[config.mk]
export PLATFORM = sky130hd
export DESIGN_NAME = fetch_stage
export DESIGN_NICKNAME = d
export VERILOG_FILES = /design/src/rtl/rv32_pkg.sv /design/src/rtl/fetch_stage_if_id_reg.sv /design/src/rtl/fetch_stage.sv
export SDC_FILE = /design/constraint.sdc
export NUM_CORES = 1
export LEC_CHECK = 0
export CORE_ASPECT_RATIO = 1.25
export CORE_MARGIN = 2
export CORE_UTILIZATION = 28
export DETAILED_ROUTE_END_ITERATION = 12
export GPL_ROUTABILITY_DRIVEN = 0
export PLACE_DENSITY = 0.47
export SYNTH_ARGS = -nofsm -noshare
export SYNTH_HDL_FRONTEND = slang
export SYNTH_SLANG_ARGS = --single-unit
[constraint.sdc]
create_clock -name clk -period 3.6 [get_ports clk]
set_clock_uncertainty 0.15 [all_clocks]
set_input_delay 0.72 -clock clk [delete_from_list [all_inputs] [get_ports clk]]
set_output_delay 0.72 -clock clk [all_outputs]
set_load 0.03 [all_outputs]
[src/rtl/rv32_pkg.sv]
`default_nettype none
// +----------------------------------------------------------------------+
// | Module      : rv32_pkg                                               |
// | Description : Shared constants and types for the RV32I fetch front  |
// |               end (data width, NOP encoding, reset PC, FSM states).  |
// | Revision    : 1.0 - initial release                                  |
// +----------------------------------------------------------------------+
package rv32_pkg;

  localparam int c_XLEN = 32;

  // addi x0, x0, 0
  localparam logic [c_XLEN-1:0] c_NOP_INSTR = 32'h0000_0013;
  localparam logic [c_XLEN-1:0] c_RESET_PC  = 32'h0000_0000;

  typedef enum logic [1:0] {
    FETCH = 2'd0,
    WAIT  = 2'd1,
    HOLD  = 2'd2
  } fetch_state_t;

endpackage
`default_nettype wire

[src/rtl/fetch_stage_if_id_reg.sv]
`default_nettype none
// +----------------------------------------------------------------------+
// | Module      : if_id_reg                                              |
// | Description : IF/ID output slot plus a one-entry hold buffer for a   |
// |               response that arrives while the slot is stalled.       |
// | Revision    : 1.0 - initial release                                  |
// +----------------------------------------------------------------------+
module if_id_reg
  import rv32_pkg::*;
#(
  parameter logic [c_XLEN-1:0] NOP_INSTR = c_NOP_INSTR
) (
  input  logic              clk,
  input  logic              rst,
  input  logic              i_flush,
  input  logic              i_load,
  input  logic              i_capture,
  input  logic              i_release,
  input  logic              i_stall,
  input  logic [c_XLEN-1:0] i_data,
  input  logic [c_XLEN-1:0] i_pc,
  output logic              o_valid,
  output logic [c_XLEN-1:0] o_instr,
  output logic [c_XLEN-1:0] o_pc
);

  logic              r_valid;
  logic [c_XLEN-1:0] r_instr;
  logic [c_XLEN-1:0] r_pc;
  logic              r_hold_valid;
  logic [c_XLEN-1:0] r_hold_instr;
  logic [c_XLEN-1:0] r_hold_pc;

  // Slot update priority: flush, fresh load, hold release, consumption.
  always_ff @(posedge clk) begin
    if (rst) begin
      r_valid      <= 1'b0;
      r_instr      <= NOP_INSTR;
      r_pc         <= '0;
      r_hold_valid <= 1'b0;
      r_hold_instr <= NOP_INSTR;
      r_hold_pc    <= '0;
    end else if (i_flush) begin
      // A flush empties the slot even under stall.
      r_valid      <= 1'b0;
      r_instr      <= NOP_INSTR;
      r_hold_valid <= 1'b0;
    end else begin
      if (i_load) begin
        r_valid <= 1'b1;
        r_instr <= i_data;
        r_pc    <= i_pc;
      end else if (i_release && r_hold_valid) begin
        r_valid      <= 1'b1;
        r_instr      <= r_hold_instr;
        r_pc         <= r_hold_pc;
        r_hold_valid <= 1'b0;
      end else if (r_valid && !i_stall) begin
        r_valid <= 1'b0;
        r_instr <= NOP_INSTR;
      end
      if (i_capture) begin
        r_hold_valid <= 1'b1;
        r_hold_instr <= i_data;
        r_hold_pc    <= i_pc;
      end
    end
  end

  assign o_valid = r_valid;
  assign o_instr = r_instr;
  assign o_pc    = r_pc;

endmodule
`default_nettype wire

[src/rtl/fetch_stage.sv]
`default_nettype none
// +----------------------------------------------------------------------+
// | Module      : fetch_stage                                            |
// | Description : RV32I instruction fetch: PC, single-outstanding imem   |
// |               request FSM, redirect flush, stale-response dropping.  |
// | Revision    : 1.0 - initial release                                  |
// +----------------------------------------------------------------------+
module fetch_stage
  import rv32_pkg::*;
#(
  parameter logic [c_XLEN-1:0] RESET_PC  = c_RESET_PC,
  parameter logic [c_XLEN-1:0] NOP_INSTR = c_NOP_INSTR
) (
  input  logic              clk,
  input  logic              rst,
  output logic              imem_req_valid,
  input  logic              imem_req_ready,
  output logic [c_XLEN-1:0] imem_req_addr,
  input  logic              imem_rsp_valid,
  input  logic [c_XLEN-1:0] imem_rsp_data,
  input  logic              redirect_valid,
  input  logic [c_XLEN-1:0] redirect_pc,
  input  logic              stall,
  output logic              instr_valid,
  output logic [c_XLEN-1:0] instruction,
  output logic [c_XLEN-1:0] instr_pc,
  output logic              misaligned_exc
);

  fetch_state_t      r_state;
  logic [c_XLEN-1:0] r_pc;
  logic [c_XLEN-1:0] r_req_addr;
  logic              r_drop;
  logic              r_misaligned;

  logic w_slot_valid;
  logic w_slot_blocked;
  logic w_handshake;
  logic w_redir_ok;
  logic w_redir_bad;
  logic w_rsp_take;
  logic w_load;
  logic w_capture;
  logic w_release;

  assign w_slot_blocked = w_slot_valid && stall;
  assign w_redir_ok     = redirect_valid && (redirect_pc[1:0] == 2'b00);
  assign w_redir_bad    = redirect_valid && (redirect_pc[1:0] != 2'b00);

  assign imem_req_valid = (r_state == FETCH) && !w_slot_blocked;
  assign imem_req_addr  = r_pc;
  assign w_handshake    = imem_req_valid && imem_req_ready;

  // A live response is one that is neither marked stale nor killed by a redirect.
  assign w_rsp_take = (r_state == WAIT) && imem_rsp_valid && !r_drop && !w_redir_ok;
  assign w_load     = w_rsp_take && !w_slot_blocked;
  assign w_capture  = w_rsp_take && w_slot_blocked;
  assign w_release  = (r_state == HOLD) && !stall && !w_redir_ok;

  // PC, request FSM and stale-response tracking.
  always_ff @(posedge clk) begin
    if (rst) begin
      r_state      <= FETCH;
      r_pc         <= RESET_PC;
      r_req_addr   <= '0;
      r_drop       <= 1'b0;
      r_misaligned <= 1'b0;
    end else begin
      // Misaligned targets only raise the exception; the redirect itself is ignored.
      r_misaligned <= w_redir_bad;
      if (w_redir_ok) begin
        r_pc <= redirect_pc;
        case (r_state)
          FETCH: begin
            // Without a handshake nothing is in flight, so there is nothing to drop.
            if (w_handshake) begin
              r_drop  <= 1'b1;
              r_state <= WAIT;
            end else begin
              r_drop  <= 1'b0;
              r_state <= FETCH;
            end
          end
          WAIT: begin
            if (imem_rsp_valid) begin
              r_drop  <= 1'b0;
              r_state <= FETCH;
            end else begin
              r_drop  <= 1'b1;
              r_state <= WAIT;
            end
          end
          default: begin
            r_drop  <= 1'b0;
            r_state <= FETCH;
          end
        endcase
      end else begin
        case (r_state)
          FETCH: begin
            if (w_handshake) begin
              r_req_addr <= r_pc;
              r_pc       <= r_pc + 32'd4;
              r_state    <= WAIT;
            end
          end
          WAIT: begin
            if (imem_rsp_valid) begin
              if (r_drop) begin
                r_drop  <= 1'b0;
                r_state <= FETCH;
              end else if (!w_slot_blocked) begin
                r_state <= FETCH;
              end else begin
                r_state <= HOLD;
              end
            end
          end
          HOLD: begin
            if (!stall) begin
              r_state <= FETCH;
            end
          end
          default: r_state <= FETCH;
        endcase
      end
    end
  end

  if_id_reg #(
    .NOP_INSTR (NOP_INSTR)
  ) u_if_id_reg (
    .clk       (clk),
    .rst       (rst),
    .i_flush   (w_redir_ok),
    .i_load    (w_load),
    .i_capture (w_capture),
    .i_release (w_release),
    .i_stall   (stall),
    .i_data    (imem_rsp_data),
    .i_pc      (r_req_addr),
    .o_valid   (w_slot_valid),
    .o_instr   (instruction),
    .o_pc      (instr_pc)
  );

  assign instr_valid    = w_slot_valid;
  assign misaligned_exc = r_misaligned;

endmodule
`default_nettype wire

==> results by group, run 1 <==
Synthesis
  • Largest cells by area after synthesis: dfxtp_1 (49%), nand2_1 (11%), a21oi_1 (6.1%)
  • Commonest cells in the netlist: nand2_1 (241), dfxtp_1 (198), a21oi_1 (99), nor2_1 (98), nand3_1 (45)
  • Count leader, synth: nand2_1
  • Synthesized instance count: 985
  • Ys Warns: 0
  • Number of flops mapped to enable cells by yosys: 0
  • Synthesis-stage register bit count: 198
  • Post-synth top flop: dfxtp_1
  • Yosys top cell area share: 49.2%
  • Syn nets: 1056
  • Synthesized area per cell: 8.18 um^2
  • Mapped cell area: 8060 um^2
  • Yosys top cell by area: dfxtp_1
  • Synth unique cells: 46
  • Sequential share of the synthesized area: 49.2%
  • Asr flop ratio synth: 0%

Drt
  • Routed WL: 25.5 mm
  • Vias per inst: 4.92
  • DR DRC count: 0
  • DR iter-0 viols: 418
  • WL/cell: 17.2 um
  • Drt first pass iters: 6
  • Post-DRT Antenna Nets: 0
  • Vias post-DR: 7278

Worst setup path
  • Reg-to-Reg Start: r_state[0]
  • Slowest library cell on the worst path: clkdlybuf4s50_1
  • Crit path max-delay family: buffers and inverters
  • R2R cell count: 7
  • Crit path kind: flip-flop to output port
  • Slowest stage delay, CP: 0.81 ns
  • CP endpoint: instr_valid
  • Worst R2R Setup Slack: 1.42 ns
  • Critical Path Fanout Max: 8
  • Crit path capture type: output port
  • Req. time, crit path: 2.73 ns
  • RR Endpoint: u_if_id_reg.r_hold_instr[28]
  • Worst Path Buf+Inv: 1
  • Setup crit start: u_if_id_reg.o_valid
  • CP arrival: 1.82 ns
  • Levels on crit path: 1
  • Startpoint types: flip-flop
  • CP cell instances: clkdlybuf4s50_1

Power and ir drop
  • Worst IR drop on VDD: 0.216 mV
  • Tot Pwr: 4.91 mW
  • Power density over the cells: 459 nW/um^2
  • Leak Pwr: 3.51 nW

Floorplan
  • Starting density of the core: 28.4%
  • IO Count: 169
  • Area of the core: 28400 um^2
  • Die X: 156 um
  • Die Ht: 194 um
  • Row Count: 69
  • Full die area: 30200 um^2

Layout
  • Layout fillers: 2963
  • Layout cell share with drive strength beyond 1: 7.20%
  • Ant diodes: 0
  • Layout Nets: 1185
  • Layout Area Growth over Synthesis: 32.7%

STA
  • Slew at the pin closest to its max-slew limit: 0.754 ns
  • Max Clk Rate: 0.372 GHz
  • Setup violations, final: 0
  • Slew Viols, Final: 0
  • Setup TNS: 0 ns
  • Rel. slew slack: 49.7%
  • Final hold vios: 0
  • Post-layout min period: 2.69 ns
  • RSZ-0062 raised after global routing: false
  • Post-route clock period utilization: 74.7%

Clocking
  • Skew-Pair Late Insertion Delay: 0.43 ns
  • H-tree depth: 4
  • Post CTS Setup Buffer Count: 0
  • Cts hold-fix bufs: 0
  • TritonCTS clock tree: done
  • CTS root buf: clkbuf_16
  • # resized after CTS: 0
  • CTS Buffer Depth: 2
  • CTS buffer count: 17
  • Clk sink count: 198
  • Clock slew at reported path FFs: 0.07 ns

Placement
  • PortBufs: 168
  • DP Wirelength: 16.4 mm

Global route
  • Total congestion overflow: 0
  • GRT met2 Usage: 29.3%
  • First-pass GRT wire length: 40.2 mm
  • Vias in the first global route: 7077
  • Initial antenna violation count: 0
  • Largest net degree at the start of global routing: 97
  • GR Util met1: 21.4%
  • Met3 Usage GRT: 3.04%
  • Busiest grt layer: met2
  • Global Route Usage Sum: 17.0%

Job
  • Max-cap violations: 0

Outcome
  • Status: completed

Min path
  • Hold WC Path Type: flip-flop to flip-flop
-- sequential cells by signal, summed over array words and instances, names as in the netlist, 2 cells and up --
signal                    cells
r_state                       2
r_req_addr                   32
imem_req_addr                32
u_if_id_reg.r_hold_pc        32
u_if_id_reg.o_instr          32
u_if_id_reg.o_pc             32
u_if_id_reg.r_hold_instr     32
-- power by group --
part / total (mW) / internal (mW) / switching, mW
Clock: 1.95 / 1.11 / 0.843
Sequential: 2.33 / 2.26 / 0.0712
Combinational: 0.621 / 0.262 / 0.359
-- worst register-to-register path: stages (launching register included) --
cell and delay [ns]:
dfxtp_1 0.47, nand4bb_1 0.13, buf_4 0.18, nor2_1 0.25, nand3_4 0.33, buf_12 0.32
nand2_1 0.13, a21oi_1 0.06
-- logic make-up (layout without fill, tap and decap cells) --
kind of cell	after synthesis	count (layout)	share of synthesized area, %
compound gates	203	203	16.7
buf+inv	87	227	4.66
flops	198	198	49.2
simple gates	468	468	26.3
xor+xnor	28	28	3.04
fa+ha+maj	1	1	0.155
-- per-layer routing --
layer	routed length [um]	part of all wire, %
met1	11300	44
met4	454	1.8
met5	0	0
met3	958	3.8
met2	12700	50
-- cells in the final DEF, fill, tap and decap left out, types with 2 or more instances in the layout --
master           netlist  layout
nand2_1              241     240
dfxtp_1              198     198
clkdlybuf4s50_1        0     166
nor2_1                98      98
a21oi_1               99      98
nand3_1               45      44
a311oi_1              34      34
nor3_1                35      34
a221oi_1              30      30
a211oi_1              27      27
buf_4                  8      23
xnor2_1               20      20
clkbuf_16              0      17
nor4_2                 9       9
xor2_1                 8       8
and4_1                 6       6
o21ai_0                4       4
inv_1                  4       4
and3_1                 4       4
nand4_1                4       4
clkinv_4               0       4
buf_12                 0       4
nand2b_1               4       3
o22ai_1                3       3
nand3b_1               3       3
bufinv_16              0       3
nand2_2                1       2
nand3_4                1       2
and2_1                 2       2
nand3_2                2       2
o21ai_1                2       2
or3_1                  2       2
clkinv_2               0       2
-- how the worst min path moves through the flow --
stage,start,endpoint,cells past startpoint
floorplan,u_if_id_reg.r_hold_instr[10],u_if_id_reg.r_hold_instr[10],2
global placement,u_if_id_reg.r_hold_pc[21],u_if_id_reg.r_hold_pc[21],2
detailed placement,u_if_id_reg.r_hold_pc[17],u_if_id_reg.r_hold_pc[17],2
CTS,u_if_id_reg.r_hold_pc[17],u_if_id_reg.r_hold_pc[17],2
global route,u_if_id_reg.r_hold_instr[27],u_if_id_reg.r_hold_instr[27],2
finish,u_if_id_reg.r_hold_pc[24],u_if_id_reg.r_hold_pc[24],2
-- metrics by stage --
step | setup WS (ns) | hold WS [ns] | utilization [%] | std cells | cell area (um^2)
after floorplan | 1.40 | 0.286 | - | 985 | 8060
after global placement | 0.628 | 0.293 | 35.6 | 1450 | 10100
after detailed placement | 0.581 | 0.297 | 35.6 | 1450 | 10100
after CTS | 0.859 | 0.307 | 37.7 | 1480 | 10700
after global routing | 0.813 | 0.319 | 37.7 | 1480 | 10700
final | 0.910 | 0.306 | 37.7 | 1480 | 10700
-- layout make-up --
type	instances	area [um^2]	share of cell area (%)
clock inverter	11	151	1.42
timing repair buffer	193	1910	17.9
clock buffer	19	443	4.14
sequential	198	3960	37.1
multi-input combinational	700	3770	35.2
tap	355	444	4.15
inverter	4	15.0	0.140
(Power assumes the default switching activity.)
==> inputs of run 2 (changes only) <==
==> constraint.sdc (replaced) <==
create_clock -name clk -period 2.52 [get_ports clk]
set_clock_uncertainty 0.15 [all_clocks]
set_input_delay 0.504 -clock clk [delete_from_list [all_inputs] [get_ports clk]]
set_output_delay 0.504 -clock clk [all_outputs]
set_load 0.03 [all_outputs]
==> run 2 against run 1 <==
  * Total power up 44%
  * Critical endpoint unchanged
  * Cell area up 3.3%
  * Highest routed layer is now met5
  * Sequential cell count unchanged
  * Sequential share of layout area down 1.2 points
  * Wire length up 0.12%
  * Worst hold slack worse by 0.014 ns
  * Combinational power up 52%
  * Largest cell class unchanged
  * Count of clock-buffer cells in the layout up 1
  * Non-clock buffer count up 25
  * Die area unchanged
  * Clock power up 44%
  * Largest power group unchanged
==> results by group, run 2 (synthesized netlist as in run 1, its figures left out) <==
Outcome
  • Status: completed

Clocking
  • Post CTS Setup Buffer Count: 0 (unchanged)
  • Cts hold-fix bufs: 0 (unchanged)
  • Skew-Pair Late Insertion Delay: 0.44 ns (about the same)
  • CTS root buf: clkbuf_16
  • Clk sink count: 198 (unchanged)
  • # resized after CTS: 0 (unchanged)
  • CTS Buffer Depth: 2 (unchanged)
  • CTS buffer count: 17 (unchanged)
  • TritonCTS clock tree: done
  • Clock slew at reported path FFs: 0.07 ns (about the same)
  • H-tree depth: 4 (unchanged)

Worst setup path
  • Startpoint types: flip-flop
  • CP cell instances: clkdlybuf4s50_1
  • Critical Path Fanout Max: 8 (unchanged)
  • Slowest library cell on the worst path: clkdlybuf4s50_1
  • Slowest stage delay, CP: 0.79 ns (-0.02 ns)
  • CP arrival: 1.82 ns (about the same)
  • Worst Path Buf+Inv: 1 (unchanged)
  • Worst R2R Setup Slack: 0.36 ns (-1.06 ns)
  • Crit path kind: flip-flop to output port
  • Crit path max-delay family: buffers and inverters
  • Crit path capture type: output port
  • Setup crit start: u_if_id_reg.o_valid
  • Reg-to-Reg Start: imem_req_addr[4]
  • Req. time, crit path: 1.87 ns (-0.86 ns)

Drt
  • DR iter-0 viols: 416 (-0.48%)
  • Vias post-DR: 7402 (+1.7%)
  • WL/cell: 17.0 um (-1.6%)
  • DR DRC count: 0 (unchanged)
  • Vias per inst: 4.92 (about the same)
  • Drt first pass iters: 4 (-2)
  • Routed WL: 25.5 mm (+0.12%)
  • Post-DRT Antenna Nets: 0 (unchanged)

Layout
  • Ant diodes: 0 (unchanged)
  • Commonest non-fill, non-tap cell in the layout: nand2_1
  • Layout cell share with drive strength beyond 1: 9.21% (+2.0 points)
  • Final core utilization: 38.9% (+1.2 points)
  • Layout fillers: 2899 (-2.2%)
  • Layout Nets: 1210 (+2.1%)
  • Most frequent cells in the layout: nand2_1 (240), dfxtp_1 (198), clkdlybuf4s50_1 (166)
  • Layout Area Growth over Synthesis: 37.1%

Global route
  • Global Route Usage Sum: 17.0% (about the same)
  • Vias in the first global route: 7283 (+2.9%)
  • Largest net degree at the start of global routing: 101 (+4.1%)
  • First-pass GRT wire length: 40.6 mm (+1.1%)
  • Total congestion overflow: 0 (unchanged)
  • Initial antenna violation count: 1 (+1)

STA
  • Final hold vios: 0 (unchanged)
  • Setup violations, final: 0 (unchanged)
  • Setup TNS: 0 ns (unchanged)
  • Post-layout min period: 2.47 ns
  • Post-route clock period utilization: 98.0%
  • RSZ-0062 raised after global routing: false
  • Slew Viols, Final: 0 (unchanged)
  • Max Clk Rate: 0.405 GHz
  • Slew at the pin closest to its max-slew limit: 0.482 ns (-0.272 ns)
  • WHS: 0.291 ns (-0.0145 ns)
  • Rel. slew slack: 67.8% (+18 points)

Power and ir drop
  • Power density over the cells: 641 nW/um^2 (+40%)
  • Leak Pwr: 3.68 nW (+4.9%)
  • Worst IR drop on VDD: 0.377 mV (+74%)
  • Tot Pwr: 7.09 mW (+44%)

Placement
  • PortBufs: 168 (unchanged)
  • DP Wirelength: 16.7 mm (+1.7%)

Min path
  • Worst Hold Launch: imem_req_addr[0]
  • Hold WC Path Type: flip-flop to flip-flop

Floorplan
  • IO Count: 169 (unchanged)
  • Starting density of the core: 28.4% (unchanged)
  • Area of the core: 28400 um^2 (unchanged)
  • Row Count: 69 (unchanged)
  • Full die area: 30200 um^2 (unchanged)
  • Die X: 156 um (unchanged)
  • Die Ht: 194 um (unchanged)

Job
  • Max-cap violations: 0 (unchanged)
## run 2: power by group
| part | leakage [nW] | internal (mW) | switching, mW |
|---|---|---|---|
| clock | 0.279 | 1.59 | 1.22 |
| sequential | 1.61 | 3.23 | 0.0942 |
| combinational | 1.80 | 0.418 | 0.529 |
## run 2: worst register-to-register path, delay by kind of cell (launching register included)
family,cells,cell delay (ns)
flops,1,0.50
simple gates,3,1.14
compound gates,1,0.29
## run 2: path summary, 6_finish.rpt
kind / cells after the start / end
max: 1 / instr_valid
min: 2 / imem_req_addr[0]
min reg2reg: 2 / imem_req_addr[0]
max reg2reg: 4 / imem_req_addr[13]
## run 2: layout make-up
class | count | area [um^2] | share of cell area (%)
Sequential cell | 198 | 3960 | 35.9
Multi-Input combinational cell | 700 | 3770 | 34.1
Timing Repair Buffer | 218 | 2260 | 20.5
Clock buffer | 20 | 447 | 4.04
Tap cell | 355 | 444 | 4.02
Clock inverter | 11 | 151 | 1.37
Inverter | 4 | 15.0 | 0.136
## run 2: per-stage QoR
step	cells	instance area (um^2)	worst slack, ns
3_3_place_gp	1475	10500	0.0142
2_1_floorplan	985	8060	0.523
5_1_grt	1506	11100	0.00467
6_report	1506	11100	0.0493
4_1_cts	1506	11100	0.0155
3_5_place_dp	1475	10500	0.0347
## run 2: layer usage
metal / GRT usage [%] / vias to the layer above / part of all wire (%)
met5: 0 / - / 0.043
met4: 4.49 / 2 / 1.3
met3: 3.51 / 21 / 4.1
met2: 30.1 / 150 / 50
met1: 20.9 / 3491 / 45
li1: - / 3738 / -
